--- src/rtl/cla_mp_seq.sv ---
// cla_mp_seq: multi-precision adder, one 5-bit CLA word per cycle, LSB first.
// Optional subtract mode is enabled by defining CLA_MP_SUB_EN (adds port sub).

module cla5_slice (
    input  logic [4:0] a_i,
    input  logic [4:0] b_i,
    input  logic       c_i,
    output logic [4:0] s_o,
    output logic       c_o
);

    logic [4:0] p;
    logic [4:0] g_bar;
    logic [5:0] c;
    logic       acc;
    logic       pp;

    assign p     = a_i ^ b_i;
    assign g_bar = ~(a_i & b_i);

    // c[i+1] = NAND of g_bar[i] and NAND(p[i..j], g[j-1]) lookahead terms
    always_comb begin
        c    = '0;
        acc  = 1'b1;
        pp   = 1'b1;
        c[0] = c_i;
        for (int i = 0; i < 5; i++) begin
            acc = g_bar[i];
            pp  = 1'b1;
            for (int j = i; j > 0; j--) begin
                pp  = pp & p[j];
                acc = acc & ~(pp & ~g_bar[j-1]);
            end
            pp     = pp & p[0];
            acc    = acc & ~(pp & c_i);
            c[i+1] = ~acc;
        end
    end

    assign s_o = p ^ c[4:0];
    assign c_o = c[5];

endmodule

module cla_mp_seq #(
    parameter  int NWORDS = 4,
    localparam int W      = 5 * NWORDS
) (
    input  logic         clk,
    input  logic         rst_n,
    input  logic         in_valid,
    output logic         in_ready,
    input  logic [W-1:0] a,
    input  logic [W-1:0] b,
    input  logic         cin,
`ifdef CLA_MP_SUB_EN
    input  logic         sub,
`endif
    output logic         out_valid,
    input  logic         out_ready,
    output logic [W-1:0] sum,
    output logic         cout,
    output logic         busy
);

    localparam int IW = (NWORDS > 1) ? $clog2(NWORDS) : 1;

    typedef enum logic [1:0] {
        IDLE,
        RUN,
        HOLD
    } state_t;

    state_t        state_q, state_d;
    logic [IW-1:0] idx_q, idx_d;
    logic          carry_q, carry_d;
    logic [W-1:0]  a_q, a_d;
    logic [W-1:0]  b_q, b_d;
    logic [W-1:0]  sum_q, sum_d;
    logic          cout_q, cout_d;
    logic          sub_q, sub_d;
    logic          sub_in;

    logic [4:0]    aw;
    logic [4:0]    bw;
    logic [4:0]    s;
    logic          co;

`ifdef CLA_MP_SUB_EN
    assign sub_in = sub;
`else
    assign sub_in = 1'b0;
`endif

    always_comb begin
        aw = '0;
        bw = '0;
        for (int w = 0; w < NWORDS; w++) begin
            if (idx_q == IW'(w)) begin
                aw = a_q[5*w +: 5];
                bw = b_q[5*w +: 5];
            end
        end
    end

    cla5_slice u_slice (
        .a_i (aw),
        .b_i (bw ^ {5{sub_q}}),
        .c_i (carry_q),
        .s_o (s),
        .c_o (co)
    );

    always_comb begin
        state_d = state_q;
        idx_d   = idx_q;
        carry_d = carry_q;
        a_d     = a_q;
        b_d     = b_q;
        sum_d   = sum_q;
        cout_d  = cout_q;
        sub_d   = sub_q;
        unique case (state_q)
            IDLE: begin
                if (in_valid) begin
                    a_d     = a;
                    b_d     = b;
                    sub_d   = sub_in;
                    carry_d = sub_in ? 1'b1 : cin;
                    idx_d   = '0;
                    state_d = RUN;
                end
            end
            RUN: begin
                for (int w = 0; w < NWORDS; w++) begin
                    if (idx_q == IW'(w)) begin
                        sum_d[5*w +: 5] = s;
                    end
                end
                carry_d = co;
                idx_d   = idx_q + 1'b1;
                if (idx_q == IW'(NWORDS - 1)) begin
                    cout_d  = co;
                    idx_d   = '0;
                    state_d = HOLD;
                end
            end
            HOLD: begin
                if (out_ready) begin
                    state_d = IDLE;
                end
            end
            default: state_d = IDLE;
        endcase
    end

    always_ff @(posedge clk or negedge rst_n) begin
        if (!rst_n) begin
            state_q <= IDLE;
            idx_q   <= '0;
            carry_q <= 1'b0;
            a_q     <= '0;
            b_q     <= '0;
            sum_q   <= '0;
            cout_q  <= 1'b0;
            sub_q   <= 1'b0;
        end else begin
            state_q <= state_d;
            idx_q   <= idx_d;
            carry_q <= carry_d;
            a_q     <= a_d;
            b_q     <= b_d;
            sum_q   <= sum_d;
            cout_q  <= cout_d;
            sub_q   <= sub_d;
        end
    end

    assign in_ready  = rst_n & (state_q == IDLE);
    assign out_valid = (state_q == HOLD);
    assign busy      = (state_q != IDLE);
    assign sum       = sum_q;
    assign cout      = cout_q;

endmodule

--- config.mk ---
export PLATFORM = sky130hd
export DESIGN_NAME = cla_mp_seq
export DESIGN_NICKNAME = d
export VERILOG_FILES = /design/src/rtl/cla_mp_seq.sv
export SDC_FILE = /design/constraint.sdc
export NUM_CORES = 1
export LEC_CHECK = 0
export CELL_PAD_IN_SITES_DETAIL_PLACEMENT = 1
export CELL_PAD_IN_SITES_GLOBAL_PLACEMENT = 1
export CORE_ASPECT_RATIO = 0.9
export CORE_UTILIZATION = 35
export CTS_BUF_LIST = sky130_fd_sc_hd__clkbuf_4 sky130_fd_sc_hd__clkbuf_8
export DETAILED_ROUTE_END_ITERATION = 10
export GPL_ROUTABILITY_DRIVEN = 0
export PLACE_DENSITY = 0.79
export SLEW_MARGIN = 20
export SYNTH_ARGS = -nofsm -noshare
export SYNTH_HDL_FRONTEND = slang
export SYNTH_SLANG_ARGS = --single-unit
--- constraint.sdc ---
create_clock -name clk -period 5.4 [get_ports clk]
set_input_delay 1.08 -clock clk [delete_from_list [all_inputs] [get_ports clk]]
set_output_delay 1.08 -clock clk [all_outputs]
set_load 0.05 [all_outputs]
* Word level (Yosys, flattened, before mapping)
Index checks and enable logic that the tools add are counted.
Storage, ports and cells: register bits 66, input port bits 45, output and inout port bits 24, word-level logic and storage cells 116
Operators by class: add/subtract/negate cells 1, eq/ne operators 8, mux-type cells 17, bitwise operators 69, reductions and logical operators 11
Operators by type and width (count):
- bitwise AND 1 bit | 41
- 2-to-1 mux 5 bit | 8
- inverter 1 bit | 24
- AND reduction 2 bit | 6
- 2-to-1 mux 2 bit | 5
- XOR 5 bit | 2
- == test 2 bit, second input constant | 3
- case mux 2 bit (3 select lines) | 1
- bitwise AND 5 bit | 1
- inverter 5 bit | 1
- == test 2 x 1 -> 1 bit, second input constant | 2
- logical NOT 2 bit | 2
- != test 2 bit, second input constant | 2
- case mux 2 bit (2 select lines) | 1
- nonzero test 2 bit | 2
- AND reduction 3 bit | 1
- adder 2 x 1 -> 2 bit, second input constant | 1
- != test 2 x 1 -> 1 bit, second input constant | 1
- case mux 1 bit (2 select lines) | 1
- 2-to-1 mux 1 bit | 1

* Longest topological paths before layout
Gate-level depths: netlist of the first run.
depth in word-level cells 17, gate-level depth with buffers 13, mapped depth without buffers 11

* By module
From an unflattened synthesis of the first run, not the netlist that was laid out.
Second synthesis, totals: cell total of the unflattened synthesis 233, area, all modules 3278.1 µm²
By module, submodules not included:
- cla_mp_seq | times used 1, cells an instance 209, area each 3075.4 µm², seq. area each 1651.6 µm²
- cla5_slice | times used 1, cells an instance 24, area each 202.7 µm², seq. area each 0.0 µm²

* Worst setup path before layout of the first run
Ideal clock, no wire load.
kind register -> register, start reg idx_q[1], end reg sum_q[13] (netlist: sum[13]), setup time 131 ps, arrival 2533 ps, data required time 5269 ps, setup slack 2737 ps, stages on the path, launching flop included 14, path buffers 2, clock period less this slack 2663 ps, cells stage by stage dfrtp_1 inv_1 ha_1 buf_2 buf_2 nand2_1 a21oi_1 a21oi_1 o21ai_0 ha_1 a211oi_2 o21bai_2 xnor2_1 o21ai_1
Between the ends: word-level cells in the longest chain between the ends 15, elaborated cells on any way between the ends 31, those cells by class eq/ne (3); mux (8); bitwise (18); reduce/logical (2)
RTL lines:
- start: declaration | line 75 | logic [IW-1:0] idx_q, idx_d;
- start signal: assignment | line 169 | idx_q <= idx_d;
- logical NOT 2 bit | line 99 | if (idx_q == IW'(w)) begin
- 2-to-1 mux 5 bit (4 in series) | line 99
- bitwise AND 5 bit | line 19 | assign g_bar = ~(a_i & b_i);
- inverter 5 bit | line 19
- inverter 1 bit | line 32 | acc = acc & ~(pp & ~g_bar[j-1]);
- bitwise AND 1 bit | line 32
- inverter 1 bit | line 32
- bitwise AND 1 bit (2 in series) | line 32
- bitwise AND 1 bit | line 35 | acc = acc & ~(pp & c_i);
- inverter 1 bit | line 36 | c[i+1] = ~acc;
- XOR 5 bit | line 40 | assign s_o = p ^ c[4:0];
- end signal: assignment | line 173 | sum_q <= sum_d;
- end: declaration | line 79 | logic [W-1:0] sum_q, sum_d;
Several ways; a longest one is shown, not always the timed one. A chain may end at the register's enable or synchronous reset.

* Worst setup path in the final report of the first run
start reg idx_q[1], end reg sum_q[8] (netlist: sum[8])
Same word-level chain as after synthesis.

==> results of run 1 <==
[cells by family (layout without fill, tap and decap cells)]
| kind of cell | after synthesis | count (layout) | synth area share, % |
|---|---|---|---|
| flops | 66 | 66 | 49.7 |
| simple gates | 71 | 71 | 10.6 |
| fa+ha+maj | 10 | 10 | 3.99 |
| mux | 45 | 45 | 19.6 |
| compound gates | 62 | 62 | 11.1 |
| xor+xnor | 2 | 2 | 0.527 |
| buf+inv | 19 | 89 | 4.55 |
[per-layer routing]
layer / vias to the layer above / wire length, um / track usage [%]
met5: - / 0 / 0
met4: 0 / 104 / 5.28
met3: 11 / 272 / 3.52
met2: 49 / 3730 / 28.3
met1: 1161 / 3550 / 21.0
li1: 1101 / - / -
[area by class of cell]
type	count	area, um2	share of cell area [%]
clock buffers	9	124	2.91
clock inverters	7	101	2.38
inverters	4	15.0	0.353
multi-input cells	190	1520	35.8
flip-flops and latches	66	1650	38.9
well taps	122	153	3.59
repair buffers	69	683	16.1
[worst min-delay path, stage by stage (launching register included)]
cell and delay [ns]:
dfrtp_1 0.35, nand2_1 0.05, o21ai_1 0.06
[state kept, by name, indices dropped and copies added (netlist names)]
| register | cells |
|---|---|
| cout | 1 |
| state_q | 2 |
| idx_q | 2 |
| a_q | 20 |
| b_q | 20 |
| carry_q | 1 |
| sum | 20 |
[how the worst max path moves through the flow]
stage / start / endpoint / slack (ns) / depth (start not counted)
3_5_place_dp: idx_q[1] / sum[8] / 2.09 / 11
6_report: idx_q[1] / sum[8] / 2.08 / 11
2_1_floorplan: idx_q[1] / sum[13] / 2.74 / 13
4_1_cts: idx_q[1] / sum[8] / 2.07 / 11
3_3_place_gp: rst_n / in_ready / 2.17 / 3
5_1_grt: idx_q[1] / sum[8] / 1.85 / 11
[Yosys cell counts (2+ instances only)]
cell type | instances | area [um2]
o31ai_1 | 5 | 37.5
o21ai_1 | 10 | 50.1
clkbuf_1 | 4 | 15.0
a211oi_2 | 2 | 25.0
a221oi_1 | 2 | 17.5
mux2_4 | 39 | 586
mux2_2 | 4 | 45.0
buf_12 | 4 | 80.1
nand2_2 | 2 | 12.5
inv_1 | 4 | 15.0
nor2_1 | 5 | 18.8
nand2_1 | 39 | 146
nand2b_1 | 3 | 18.8
a21o_1 | 2 | 15.0
o21ai_0 | 16 | 80.1
nand3b_1 | 9 | 67.6
nor2b_1 | 4 | 25.0
a21oi_1 | 19 | 95.1
buf_2 | 5 | 25.0
xnor2_1 | 2 | 17.5
ha_1 | 9 | 113
dfrtp_1 | 66 | 1650
nor3_1 | 2 | 10.0
[stage by stage]
| step | cells | setup slack (ns) | area, um2 |
|---|---|---|---|
| final | 467 | 2.08 | 4250 |
| after global placement | 451 | 2.17 | 4030 |
| after floorplan | 275 | 2.74 | 3330 |
| after CTS | 467 | 2.07 | 4250 |
| after global routing | 467 | 1.85 | 4250 |
| after detailed placement | 451 | 2.09 | 4030 |
==> impl_results.md, run 1 <==
* Status: completed
* Family with the most delay on the worst path: compound AO/OA/AOI/OAI gates
* P&R area growth vs syn at 27.8%
* Distinct cells, synth at 41
* Clock sink count at 66
* Avg WL per Cell at 16.4 um
* FMAX at 301 MHz
* Vias per inst at 4.97
* Num rows at 33
* Detailed Place HPWL at 5590 um
* Minimum clock period after layout at 3.32 ns
* Clk_lat worst skew at 0.35 ns
* Fin util at 46.4%
* Worst path slowest cell: ha_1
* Cell depth of the worst flop-to-flop path at 11
* # IOs at 69
* CP Capture Type: flop
* TritonCTS Buffers at 9
* Startpoint types: flop
* Post-synthesis instance area at 3330 um2
* CP cell instances: inv_1, ha_1, nand2_1, a21oi_1, a21oi_1, o21ai_0, ha_1, a211oi_2, o21bai_2, xnor2_1, o21ai_1
* Detailed Routing Iterations Pass 1 at 4
* Setup violators final at 0
* DRT iter0 DRCs at 70
* Primary FF master, synth: dfrtp_1
* Number of antenna violations at the first check in global routing at 0
* Final WL at 7660 um
* Max Slew Vio Count at 0
* Hold buffer count at cts at 0
* Post-synth EDFFs at 0
* Overflow after GRT at 0
* PostCTS Resize Cnt at 0
* Cell count after synthesis at 275
* Final hold violations at 0
* Hold Slack at 0.494 ns
* Worst hold path depth at 2
* Sequential-to-total area share from yosys stat at 49.7%
* Reg2reg end: sum[8]
* Clock-pin slew on the worst setup and hold paths at 0.08 ns
* Most frequent cells in the layout: clkdlybuf4s50_1 (67), dfrtp_1 (66), nand2_1 (39), mux2_4 (39), a21oi_1 (19)
* DR vias at 2,322
* CTS tree: yes
* CTS H-tree depth at 3
* Mean Syn Cell Area at 12.1 um2
* FF+latch count, synth at 66
* Die Y-Extent at 94.5 um
* Share of layout cells above drive strength 1 at 20.3%
* Hold Path End: sum[16]
* Initial core utilization at 36.3%
* Total GRT Usage at 16.5%
* Req. time, crit path at 5.62 ns
* Final net count at 395
* Post-DRT Antenna Nets at 0
* Commonest non-fill, non-tap cell in the layout: clkdlybuf4s50_1
* Worst Setup Path Type: reg2reg
* Root Driver: clkbuf_8
* Hold WC Path Type: reg2reg
* Hold Crit Start: sum[16]
* Setup repair bufs after CTS at 0
* Vias in the first global route at 2,460
* Ys Warns at 0
* Core Footprint at 9170 um2
* Reg2reg setup slack at 2.08 ns
* First-pass GRT wire length at 12,500 um
* Relative slew slack at 44.0%
* Buffers on Ports at 68
* Critical path buffer and inverter count at 1
* Fill count at 1,010
* Largest net degree at the start of global routing at 67
* RSZ-0062 raised after global routing: false
* Synth Net Count at 330
* Tcrit/Tclk final at 61.5%
* Critical path data arrival time at 3.54 ns
* Crit Path Max Fanout at 20
* CP peak stage delay at 0.61 ns
* Die ar. at 9900 um2
* Worst r2r src: idx_q[1]
* Antenna diodes at 0
* Post-synth ARST share at 100%
* CTS max path bufs at 2
* Die Wd at 105 um
* Worst-margin pin slew at 0.840 ns
* Clock skew at 0.0105 ns
* DRC Markers at 0
* MaxCap Viol Count at 0
* Final setup TNS at 0 ns
Power of run 1 is left out: the tool's default activity adds up to more than one toggle a clock period on the data nets, which glitch-free logic cannot reach.
==> run 2, diff against run 1 <==
==> constraint.sdc (replaced) <==
create_clock -name clk -period 3.2 [get_ports clk]
set_input_delay 0.64 -clock clk [delete_from_list [all_inputs] [get_ports clk]]
set_output_delay 0.64 -clock clk [all_outputs]
set_load 0.05 [all_outputs]
==> impl_results.md, run 2 (synthesis gave the netlist of run 1 again) <==
* Final net count at 395
* Avg WL per Cell at 17.0 um
* Setup violators final at 0
* Hold Slack at 0.226 ns
* DRT iter0 DRCs at 95
* Die ar. at 9900 um2
* Post-DRT Antenna Nets at 0
* P&R area growth vs syn at 27.1%
* CTS H-tree depth at 3
* Clock skew at 0.00915 ns
* Clock sink count at 66
* Final WL at 7930 um
* Overflow after GRT at 0
* Final hold violations at 0
* Minimum clock period after layout at 2.96 ns
* Hold WC Path Type: in2async
* MaxCap Viol Count at 0
* Tcrit/Tclk final at 92.5%
* Detailed Place HPWL at 5730 um
* Clk_lat worst skew at 0.36 ns
* DR vias at 2,309
* First-pass GRT wire length at 13,300 um
* DRC Markers at 0
* CTS max path bufs at 2
* Number of antenna violations at the first check in global routing at 0
* Die Y-Extent at 94.5 um
* Status: completed
* Max Slew Vio Count at 0
* Critical path data arrival time at 3.17 ns
* Cell depth of the worst flop-to-flop path at 11
* TritonCTS Buffers at 9
* Share of layout cells above drive strength 1 at 21.7%
* Detailed Routing Iterations Pass 1 at 4
* Buffers on Ports at 68
* Startpoint types: flop
* Total GRT Usage at 17.7%
* Clock-pin slew on the worst setup and hold paths at 0.08 ns
* Worst-margin pin slew at 0.761 ns
* CP Capture Type: flop
* Num rows at 33
* CTS tree: yes
* Antenna diodes at 0
* Req. time, crit path at 3.41 ns
* Worst Setup Path Type: reg2reg
* Vias per inst at 4.94
* Initial core utilization at 36.3%
* Vias in the first global route at 2,524
* Crit Path Max Fanout at 10
* FMAX at 338 MHz
* Root Driver: clkbuf_8
* # IOs at 69
* Die Wd at 105 um
* Core Footprint at 9170 um2
* Final setup TNS at 0 ns
* Most frequent cells in the layout: dfrtp_1 (66), clkdlybuf4s50_1 (66), nand2_1 (39), mux2_4 (39), a21oi_1 (19)
* Relative slew slack at 49.3%
* Largest net degree at the start of global routing at 49
==> run 2: cell types whose count changed in the layout (fill, tap and decap cells not counted), sizes merged <==
| cell | before | now |
|---|---|---|
| bufinv | 2 | 0 |
| buf | 2 | 3 |
| clkdlybuf4s50 | 67 | 66 |
| clkinvlp | 2 | 3 |
| inv | 5 | 6 |
==> run 2: timing repair <==
item | CTS | global route
buffers inserted | 0 | 0
hold buffers | 0 | 0
gates resized for setup | 1 | 5
setup endpoints to repair | 2 | 14
==> run 2: final timing paths <==
check                               from      end  slack, ns
max in group asynchronous          rst_n  sum[17]       1.99
worst max-delay path            idx_q[1]     cout       0.24
worst min-delay path               rst_n   a_q[3]       0.23
worst max register to register  idx_q[1]     cout       0.24
worst min register to register    sum[7]   sum[7]       0.49
min in group clk                  sum[7]   sum[7]       0.49
==> run 2: cell type report <==
class / count / area (um2)
fill: 1016 / 4940
sequential: 66 / 1650
clock inverter: 7 / 53.8
clock buffer: 9 / 124
inverter: 4 / 15.0
timing repair buffer: 69 / 681
tap: 122 / 153
multi-input combinational: 190 / 1550
==> run 2: worst max-delay path: stages, from the launching register on <==
cell      delay [ns]
dfrtp_1         0.42
inv_1           0.15
ha_2            0.35
nand3b_1        0.12
a21oi_1         0.20
a21oi_1         0.07
o21ai_0         0.28
ha_1            0.31
a211oi_2        0.35
o21bai_2        0.17
a31oi_1         0.27
o21ai_0         0.12
==> run 2: routing by layer <==
layer,up-vias,share of wire [%],GRT usage [%]
met2,45,49,30.1
met3,10,3.0,3.24
met4,0,1.5,6.34
li1,1093,-,-
met5,-,0,0
met1,1161,47,22.7
==> run 2: stage by stage <==
step / utilization [%] / instance area, um2 / std cells / setup WS, ns
3_5_place_dp: 43.9 / 4020 / 451 / 0.0349
2_1_floorplan: - / 3330 / 275 / 0.537
5_1_grt: 46.1 / 4230 / 467 / -0.0400
4_1_cts: 45.9 / 4200 / 467 / 0.0654
3_3_place_gp: 43.9 / 4020 / 451 / 0.275
6_report: 46.1 / 4230 / 467 / 0.240
Power of run 2 is left out for the same reason.
